**src/rtl/uart_pkg.sv**
```systemverilog
// Shared UART definitions: bit timing used by the baud generator and the
// arbiter state encoding.
package uart_pkg;
  localparam int CLKS_PER_BIT = 434;
  localparam int OVERSAMPLE   = 16;

  typedef enum logic [2:0] {IDLE, START, BUSY_WAIT, DONE_WAIT, HOLD} arb_state_t;
endpackage

```
**src/rtl/uart_rr_pick.sv**
```systemverilog
// Combinational round-robin picker: first requester after last_owner, wrapping,
// with last_owner itself at lowest priority.
module uart_rr_pick #(
  parameter  int NUM_REQ = 4,
  localparam int IDW     = $clog2(NUM_REQ)
) (
  input  logic [NUM_REQ-1:0] req,
  input  logic [IDW-1:0]     last_owner,
  output logic [IDW-1:0]     winner,
  output logic               any_req
);
  always_comb begin
    winner  = last_owner;
    any_req = |req;
    // Walk from farthest to nearest so the closest requester overwrites last.
    for (int k = NUM_REQ; k >= 1; k--) begin
      if (req[(int'(last_owner) + k) % NUM_REQ])
        winner = IDW'((int'(last_owner) + k) % NUM_REQ);
    end
  end
endmodule

```
**src/rtl/uart_tx_arbiter.sv**
```systemverilog
// Packet-level round-robin arbiter in front of the shared UART byte transmitter.
// The owner keeps the transmitter until its last byte or a mid-packet stall timeout.
import uart_pkg::*;

module uart_tx_arbiter #(
  parameter  int NUM_REQ      = 4,
  parameter  int DATA_W       = 8,
  parameter  int LOCK_TIMEOUT = 4340,
  localparam int IDW          = $clog2(NUM_REQ),
  localparam int CW           = $clog2(LOCK_TIMEOUT + 1)
) (
  input  logic                      clk,
  input  logic                      rst_n,
  input  logic [NUM_REQ-1:0]        req,
  input  logic [NUM_REQ*DATA_W-1:0] req_data,
  input  logic [NUM_REQ-1:0]        req_last,
  output logic [NUM_REQ-1:0]        gnt,
  output logic                      tx_start,
  output logic [DATA_W-1:0]         tx_data,
  input  logic                      tx_busy,
  output logic [IDW-1:0]            active_id,
  output logic                      arb_busy
);
  arb_state_t     state, state_nx;
  logic [IDW-1:0] last_owner, pick, latch_id;
  logic           any_req, lock, lock_nx, latch;
  logic [CW-1:0]  hold_cnt, hold_cnt_nx;

  uart_rr_pick #(.NUM_REQ(NUM_REQ)) u_pick (
    .req        (req),
    .last_owner (last_owner),
    .winner     (pick),
    .any_req    (any_req)
  );

  always_comb begin
    state_nx    = state;
    lock_nx     = lock;
    hold_cnt_nx = hold_cnt;
    latch       = 1'b0;
    latch_id    = active_id;
    case (state)
      IDLE: if (any_req) begin
        latch    = 1'b1;
        latch_id = pick;
        state_nx = START;
      end
      START:     state_nx = BUSY_WAIT;
      BUSY_WAIT: if (tx_busy) state_nx = DONE_WAIT;
      DONE_WAIT: if (!tx_busy) begin
        if (!lock) state_nx = IDLE;
        else if (req[active_id]) begin
          latch    = 1'b1;
          state_nx = START;
        end else begin
          state_nx    = HOLD;
          hold_cnt_nx = '0;
        end
      end
      HOLD: begin
        // A request arriving on the expiry cycle keeps the lock.
        if (req[active_id]) begin
          latch    = 1'b1;
          state_nx = START;
        end else if (hold_cnt == CW'(LOCK_TIMEOUT - 1)) begin
          lock_nx  = 1'b0;
          state_nx = IDLE;
        end else begin
          hold_cnt_nx = hold_cnt + 1'b1;
        end
      end
      default: state_nx = IDLE;
    endcase
    if (latch) lock_nx = ~req_last[latch_id];
  end

  always_ff @(posedge clk or negedge rst_n) begin
    if (!rst_n) begin
      state      <= IDLE;
      lock       <= 1'b0;
      hold_cnt   <= '0;
      last_owner <= IDW'(NUM_REQ - 1);
      active_id  <= '0;
      tx_data    <= '0;
      gnt        <= '0;
      tx_start   <= 1'b0;
      arb_busy   <= 1'b0;
    end else begin
      state    <= state_nx;
      lock     <= lock_nx;
      hold_cnt <= hold_cnt_nx;
      arb_busy <= (state_nx != IDLE);
      gnt      <= '0;
      tx_start <= 1'b0;
      if (latch) begin
        active_id <= latch_id;
        tx_data   <= req_data[latch_id*DATA_W +: DATA_W];
        gnt       <= NUM_REQ'(1) << latch_id;
        tx_start  <= 1'b1;
        if (state == IDLE) last_owner <= latch_id;
      end
    end
  end
endmodule

```
**config.mk**
```make
export PLATFORM = sky130hd
export DESIGN_NAME = uart_tx_arbiter
export DESIGN_NICKNAME = d
export VERILOG_FILES = /design/src/rtl/uart_pkg.sv /design/src/rtl/uart_rr_pick.sv /design/src/rtl/uart_tx_arbiter.sv
export SDC_FILE = /design/constraint.sdc
export NUM_CORES = 1
export LEC_CHECK = 0
export CAP_MARGIN = 5
export CORE_UTILIZATION = 51
export CTS_CLUSTER_DIAMETER = 50
export DETAILED_ROUTE_END_ITERATION = 8
export PLACE_DENSITY = 0.89
export RECOVER_POWER = 100
export SYNTH_ARGS = -nofsm -noshare
export SYNTH_HDL_FRONTEND = slang
export SYNTH_SLANG_ARGS = --single-unit
```
**constraint.sdc**
```tcl
create_clock -name clk -period 3.9 [get_ports clk]
set_clock_uncertainty 0.15 [all_clocks]
set_input_delay 0.975 -clock clk [delete_from_list [all_inputs] [get_ports clk]]
set_output_delay 0.975 -clock clk [all_outputs]
set_load 0.005 [all_outputs]
```
### Word-level counts from Yosys, hierarchy flattened

Index checks and enable logic that the tools add are counted.

| operators by class | value |
|---|---|
| add/subtract/negate cells | 5 |
| multiply operators | 0 |
| multiplexer cells | 47 |
| bitwise operators | 5 |
| magnitude comparators | 6 |
| equality and inequality tests | 11 |
| reductions and logical operators | 13 |
| divide/modulo/power cells | 0 |
| shift operators | 2 |

Operator list:

| cell | number |
|---|---|
| two-way mux 13 bit | 5 |
| variable part select 32 x 6 -> 8 bit | 1 |
| one-hot mux 13 bit (2 select lines) | 1 |
| two-way mux 3 bit | 7 |
| two-way mux 1 bit | 19 |
| < comparator 3 x 4 -> 1 bit (second input constant) | 4 |
| one-hot mux 3 bit (5 select lines) | 1 |
| adder 13 x 1 -> 13 bit (second input constant) | 1 |
| == test 13 bit (second input constant) | 1 |
| binary-select mux 1 bit (select 2 bit) | 6 |
| two-way mux 2 bit | 6 |
| != test 2 bit (second input constant) | 6 |
| OR reduction 2 bit | 4 |
| == test 3 x 2 -> 1 bit (second input constant) | 2 |
| < comparator 2 x 3 -> 1 bit (second input constant) | 2 |
| AND reduction 6 bit | 1 |
| nonzero test 2 bit | 3 |
| adder 2 x 1 -> 2 bit (second input constant) | 2 |
| adder 2 bit (second input constant) | 2 |
| AND 1 bit (first input constant) | 4 |
| two-way mux 4 bit | 1 |
| OR reduction 4 bit | 1 |
| << shifter 1 x 2 -> 4 bit (first input constant) | 1 |
| == test 3 x 1 -> 1 bit (second input constant) | 1 |
| 7 further kinds | 7 |

| storage, ports and cells | value |
|---|---|
| output and inout port bits | 16 |
| bits in writable memories | 0 |
| latch bits | 0 |
| bits in read-only memories | 0 |
| memories kept | 0 |
| flip-flop bits (word level) | 35 |

### Logic depth before layout (Yosys ltp)

| depth | value |
|---|---|
| word-level depth | 16 |
| mapped depth | 7 |
| mapped depth without buffers | 6 |

### Modules after synthesis

A second synthesis with hierarchy kept.

| unflattened totals | value |
|---|---|
| cells, all modules | 186 |
| area, all modules | 1859.3 µm² |

By module, submodules not included:

| module | area each (µm²) | instances | cells an instance | seq. area each (µm²) |
|---|---|---|---|---|
| uart_tx_arbiter | 1776.7 | 1 | 172 | 878.3 |
| uart_rr_pick | 82.6 | 1 | 14 | 0.0 |

### Worst setup path before layout

OpenSTA, ideal clock, no wires.

| timing | value |
|---|---|
| path type | input port to flip-flop |
| from | input req[3] |
| to | register lock |
| arrival | 2.465 ns |
| stages on the path | 6 |
| data required time | 3.624 ns |
| slack | 1.160 ns |
| path through | or4_1 > a21oi_1 > a31oi_1 > and2_1 > clkbuf_1 > a221o_1 |

| on the way | value |
|---|---|
| word-level cells in the longest chain between the ends | 13 |

Ends and longest elaborated chain:

| element | line | source |
|---|---|---|
| from (decl) | uart_tx_arbiter.sv:14 | `input logic [NUM_REQ-1:0] req,` |
| binary-select mux 1 bit (select 2 bit) | uart_rr_pick.sv:17 | `if (req[(int'(last_owner) + k) % NUM_REQ])` |
| two-way mux 1 bit (implied by the code) (2 in a row) | uart_rr_pick.sv:17 |  |
| two-way mux 2 bit (4 in a row) | uart_rr_pick.sv:17 |  |
| two-way mux 2 bit | uart_tx_arbiter.sv:43 | `IDLE: if (any_req) begin` |
| two-way mux 2 bit | uart_tx_arbiter.sv:42 | `case (state)` |
| binary-select mux 1 bit (select 2 bit) | uart_tx_arbiter.sv:74 | `if (latch) lock_nx = ~req_last[latch_id];` |
| two-way mux 1 bit (implied by the code) | uart_tx_arbiter.sv:74 |  |
| inverter 1 bit | uart_tx_arbiter.sv:74 |  |
| two-way mux 1 bit | uart_tx_arbiter.sv:74 |  |
| to (signal assigned) | uart_tx_arbiter.sv:90 | `lock <= lock_nx;` |
| to (decl) | uart_tx_arbiter.sv:26 | `logic any_req, lock, lock_nx, latch;` |

Parallel ways exist; a longest one is shown, timed or not. The select of a mux whose other input is x is not followed.
A chain may end at the register's enable or synchronous reset.

### Worst setup path in the final report

| timing | value |
|---|---|
| from | input req[3] |
| to | register tx_data[5] |

| on the way | value |
|---|---|
| word-level cells in the longest chain between the ends | 10 |

Ends and longest elaborated chain:

| element | line | source |
|---|---|---|
| binary-select mux 1 bit (select 2 bit) | uart_rr_pick.sv:17 |  |
| two-way mux 1 bit (implied by the code) (2 in a row) | uart_rr_pick.sv:17 |  |
| two-way mux 2 bit (4 in a row) | uart_rr_pick.sv:17 |  |
| two-way mux 2 bit | uart_tx_arbiter.sv:43 |  |
| two-way mux 2 bit | uart_tx_arbiter.sv:42 |  |
| variable part select 32 x 6 -> 8 bit | uart_tx_arbiter.sv:97 | `tx_data <= req_data[latch_id*DATA_W +: DATA_W];` |
| to (signal assigned) | uart_tx_arbiter.sv:97 |  |
| to (decl) | uart_tx_arbiter.sv:19 | `output logic [DATA_W-1:0] tx_data,` |

Parallel ways exist; a longest one is shown, timed or not. The select of a mux whose other input is x is not followed.

==> results.rst <==
.. list-table::
   :header-rows: 1

   * - Metric
     - Value
   * - Max-slew headroom at the worst pin
     - -0.244
   * - Post-detailed-route count of antenna-violating nets
     - 0
   * - Antenna violations before repair
     - 0
   * - Number of library cell types mapped by synthesis
     - 52
   * - Worst-case reg-to-reg path depth
     - 6
   * - Clock input transition at the sequential cells of the worst setup and hold paths
     - 0.08 ns
   * - Fill cells
     - 275
   * - Remaining global-route overflow
     - 0
   * - Area of the die
     - 4230 sq um
   * - Top routing layer used
     - met4
   * - Total negative slack for setup checks
     - 0 ns
   * - Syn_nets
     - 251
   * - Fraction of final layout cells with drive strength greater than 1
     - 0.0630
   * - Nets@finish
     - 313
   * - Avg Synthesized Cell Area
     - 9.79 sq um
   * - Later-pin clock latency in the skew report
     - 0.29 ns
   * - Met1 Routed Length
     - 2230 microns
   * - Dominant combinational cell family by area after synthesis
     - compound AO/OA/AOI/OAI gates
   * - Via count of the routed design
     - 1929
   * - Family with the most delay on the worst path
     - compound AO/OA/AOI/OAI gates
   * - Setup fix buffers added after clock tree synthesis
     - 0
   * - Wire length of the first global-routing pass
     - 8430 microns
   * - Xor-xnor portion of the synthesized cell area
     - 0.0130
   * - DRT iter0 DRCs
     - 169
   * - Failing checks
     - max-capacitance violations, max-slew violations
   * - Initial core utilization
     - 0.541
   * - Arrival time worst endpoint
     - 3.56 ns
   * - Transition at the pin with the smallest max-transition slack
     - 1.87 ns
   * - Count of input and output buffers
     - 58
   * - I/O Pins
     - 59
   * - Final Setup Violations
     - 0
   * - TritonCTS Buffers
     - 5
   * - Cell with the largest stage delay on the worst path
     - a2111oi_0
   * - Area Overhead vs Synth
     - 34.3%
   * - Sinks on Clock Net
     - 35
   * - Number of stages on the worst hold path
     - 1
   * - Worst Path Buf+Inv
     - 2
   * - Count of H-tree levels built during CTS
     - 2
   * - EDFF count, synth
     - 0
   * - Max Clock Freq
     - 280 MHz
   * - Type of element capturing the critical path
     - flip-flop
   * - Result of the run
     - complete, but fails checks
   * - Share of flip-flops with an asynchronous set or reset
     - 1.00
   * - Hold Violations, Final
     - 0
   * - Row count
     - 22
   * - Number of detailed-routing iterations run before antenna repair
     - 4
   * - Main synth FF type
     - dfrtp_1
   * - Wire length on met2
     - 2410 microns
   * - CTS tree
     - yes
   * - Portion of the post-synthesis area used by sequential elements
     - 0.433
   * - Number of max-cap violations
     - 1
   * - Amount of wire on met3 after detailed routing
     - 294 microns
   * - Cell Chain, Critical Path
     - dlygate4sd3_1, or4_1, a21oi_1, a31oi_1, clkbuf_1, a2111oi_0, a211oi_1
   * - Critical path's largest stage delay
     - 0.66 ns
   * - Vias per std cell
     - 6.07
   * - Aggregate routed wire length
     - 5010 microns
   * - Routability congestion estimate from global placement
     - 0.880
   * - Nature of the critical path startpoint
     - primary input
   * - Clock Tree Buf Depth
     - 2
   * - Die Ht
     - 65.0 microns
   * - Netlist Area Pre-Place
     - 2030 sq um
   * - Type of the tightest min-delay check
     - reg2reg
   * - Simple-gate share of the synthesized area
     - 0.189
   * - Hold-fix buffers, CTS
     - 0
   * - Standby leakage power
     - 1.10 nW
   * - IR Drop Worst-Case VDD
     - 403 uV
   * - Total core area
     - 3740 sq um
   * - RSZ-0062 raised after global routing
     - false
   * - Area fraction in compound gates after synthesis
     - 0.248
   * - Clock root buffer
     - clkbuf_8
   * - Worst setup path class
     - in2reg
   * - Max-slew violation count
     - 36
   * - Die outline width
     - 65.0 microns
   * - Instance count on the critical path
     - 7
   * - Flip-flop and latch count after synthesis
     - 35
   * - Crit path required time
     - 3.88 ns
   * - Cell area power density
     - 588 nW/um^2
   * - Final design utilization
     - 0.727
   * - N_diodes
     - 0
   * - Drt drc
     - 0
   * - Instance count of the mapped netlist
     - 207
   * - Critical Path Fanout Max
     - 9
   * - Pin count of the biggest net entering global routing
     - 36
   * - Average detailed-routed wire length per instance
     - 15.7 microns
   * - Time the final worst path needs with I/O delays and setup
     - 3.58 ns
   * - Post-synthesis adder-cell area fraction
     - 0.00617
   * - Overall Global Routing Usage
     - 0.263
   * - Via count of the first global-routing pass
     - 1814
   * - Share of the clock period used by the worst path
     - 0.917
   * - Mux share of post-synthesis cell area
     - 0.0654
   * - Post-detailed-placement half-perimeter wirelength
     - 3720 microns
   * - Resize count post-CTS
     - 0
   * - Count of synthesis-stage warnings from yosys
     - 0
[worst paths after layout]
check | startpoint | to | slack, ns
worst max-delay path | req[3] | tx_data[5] | 0.32
worst min-delay path | hold_cnt[0] | hold_cnt[0] | 0.38
worst max register to register | state[2] | tx_data[5] | 1.14
worst min register to register | hold_cnt[0] | hold_cnt[0] | 0.38
max in group asynchronous | rst_n | tx_data[1] | 0.95
min in group asynchronous | rst_n | gnt[0] | 1.58
[layout make-up]
type / instances / area [sq um] / area share
tap: 48 / 60.1 / 0.0221
clock buffer: 6 / 72.6 / 0.0267
clock inverter: 2 / 12.5 / 0.00460
multi-input combinational: 152 / 1050 / 0.384
inverter: 13 / 48.8 / 0.0179
sequential: 35 / 878 / 0.323
timing repair buffer: 62 / 603 / 0.222
[registers in the layout (all words and copies together) (netlist names)]
name and count:
active_id 2, arb_busy 1, gnt 4, hold_cnt 13, last_owner 2, lock 1, state 3, tx_data 8
tx_start 1
[synth_stat cells, types with 2 or more instances]
library cell / instances / share of area
a2111oi_0: 8 / 0.035
a211oi_1: 8 / 0.030
a21oi_1: 8 / 0.020
a22oi_1: 2 / 0.0074
a311oi_1: 8 / 0.035
a31oi_1: 2 / 0.0062
and2_1: 2 / 0.0062
and3_1: 2 / 0.0062
buf_6: 2 / 0.011
clkbuf_1: 4 / 0.0074
dfrtp_1: 33 / 0.41
dfstp_2: 2 / 0.026
inv_1: 13 / 0.024
mux2i_1: 11 / 0.054
nand2_1: 10 / 0.019
nand3_1: 8 / 0.020
nor2_1: 22 / 0.041
nor2b_1: 4 / 0.012
nor3_1: 2 / 0.0049
nor4_1: 2 / 0.0062
o211ai_1: 3 / 0.011
o21a_1: 2 / 0.0074
o21ai_0: 10 / 0.025
o21ai_1: 2 / 0.0049
o31ai_1: 2 / 0.0074
or3_1: 5 / 0.015
or4_1: 4 / 0.015
xor2_1: 2 / 0.0086
[metal layers]
metal  track usage  up-vias
met5             0        -
li1              -      919
met4         0.101        0
met2         0.417       84
met3        0.0546        8
met1         0.353      918
[stage by stage]
step / setup WS (ns) / std cells / cell area, sq um / total power, mW / hold slack [ns]
after floorplan: 1.16 / 207 / 2030 / 1.08 / 0.329
after global placement: 0.404 / 310 / 2660 / 1.36 / 0.364
after detailed placement: 0.317 / 310 / 2660 / 1.38 / 0.374
after CTS: 0.524 / 318 / 2740 / 1.64 / 0.383
after global routing: 0.149 / 318 / 2720 / 1.70 / 0.409
final: 0.324 / 318 / 2720 / 1.60 / 0.384
[report_power, final]
group | internal (mW) | switching, mW
registers | 0.482 | 0.0869
clock network | 0.125 | 0.133
logic | 0.360 | 0.413
[cells in the final DEF, fill, tap and decap left out, types with 2 or more instances in the layout]
cell / count
clkdlybuf4s50_1: 39
dfrtp_1: 33
nor2_1: 22
dlygate4sd3_1: 19
inv_1: 13
mux2i_1: 11
o21ai_0: 10
nand2_1: 10
a21oi_1: 8
a311oi_1: 8
a2111oi_0: 8
a211oi_1: 8
nand3_1: 8
or3_1: 5
clkbuf_8: 5
nor2b_1: 4
or4_1: 4
nor4_1: 3
nor3_1: 3
o211ai_1: 3
clkbuf_1: 3
o21a_1: 2
o21ai_1: 2
a22oi_1: 2
a31oi_1: 2
and2_1: 2
and3_1: 2
o31ai_1: 2
xor2_1: 2
dfstp_2: 2
buf_4: 2
[logic make-up (layout without fill, tap and decap cells)]
| logic type | after synthesis | count (layout) |
|---|---|---|
| adder cells (fa/ha/maj) | 1 | 1 |
| AND/OR/NAND/NOR | 71 | 71 |
| XOR/XNOR | 3 | 3 |
| buffers and inverters | 20 | 83 |
| flip-flops | 35 | 35 |
| AO/OA/AOI/OAI | 65 | 65 |
| multiplexers | 12 | 12 |
Power figures use the tool's default switching activity.
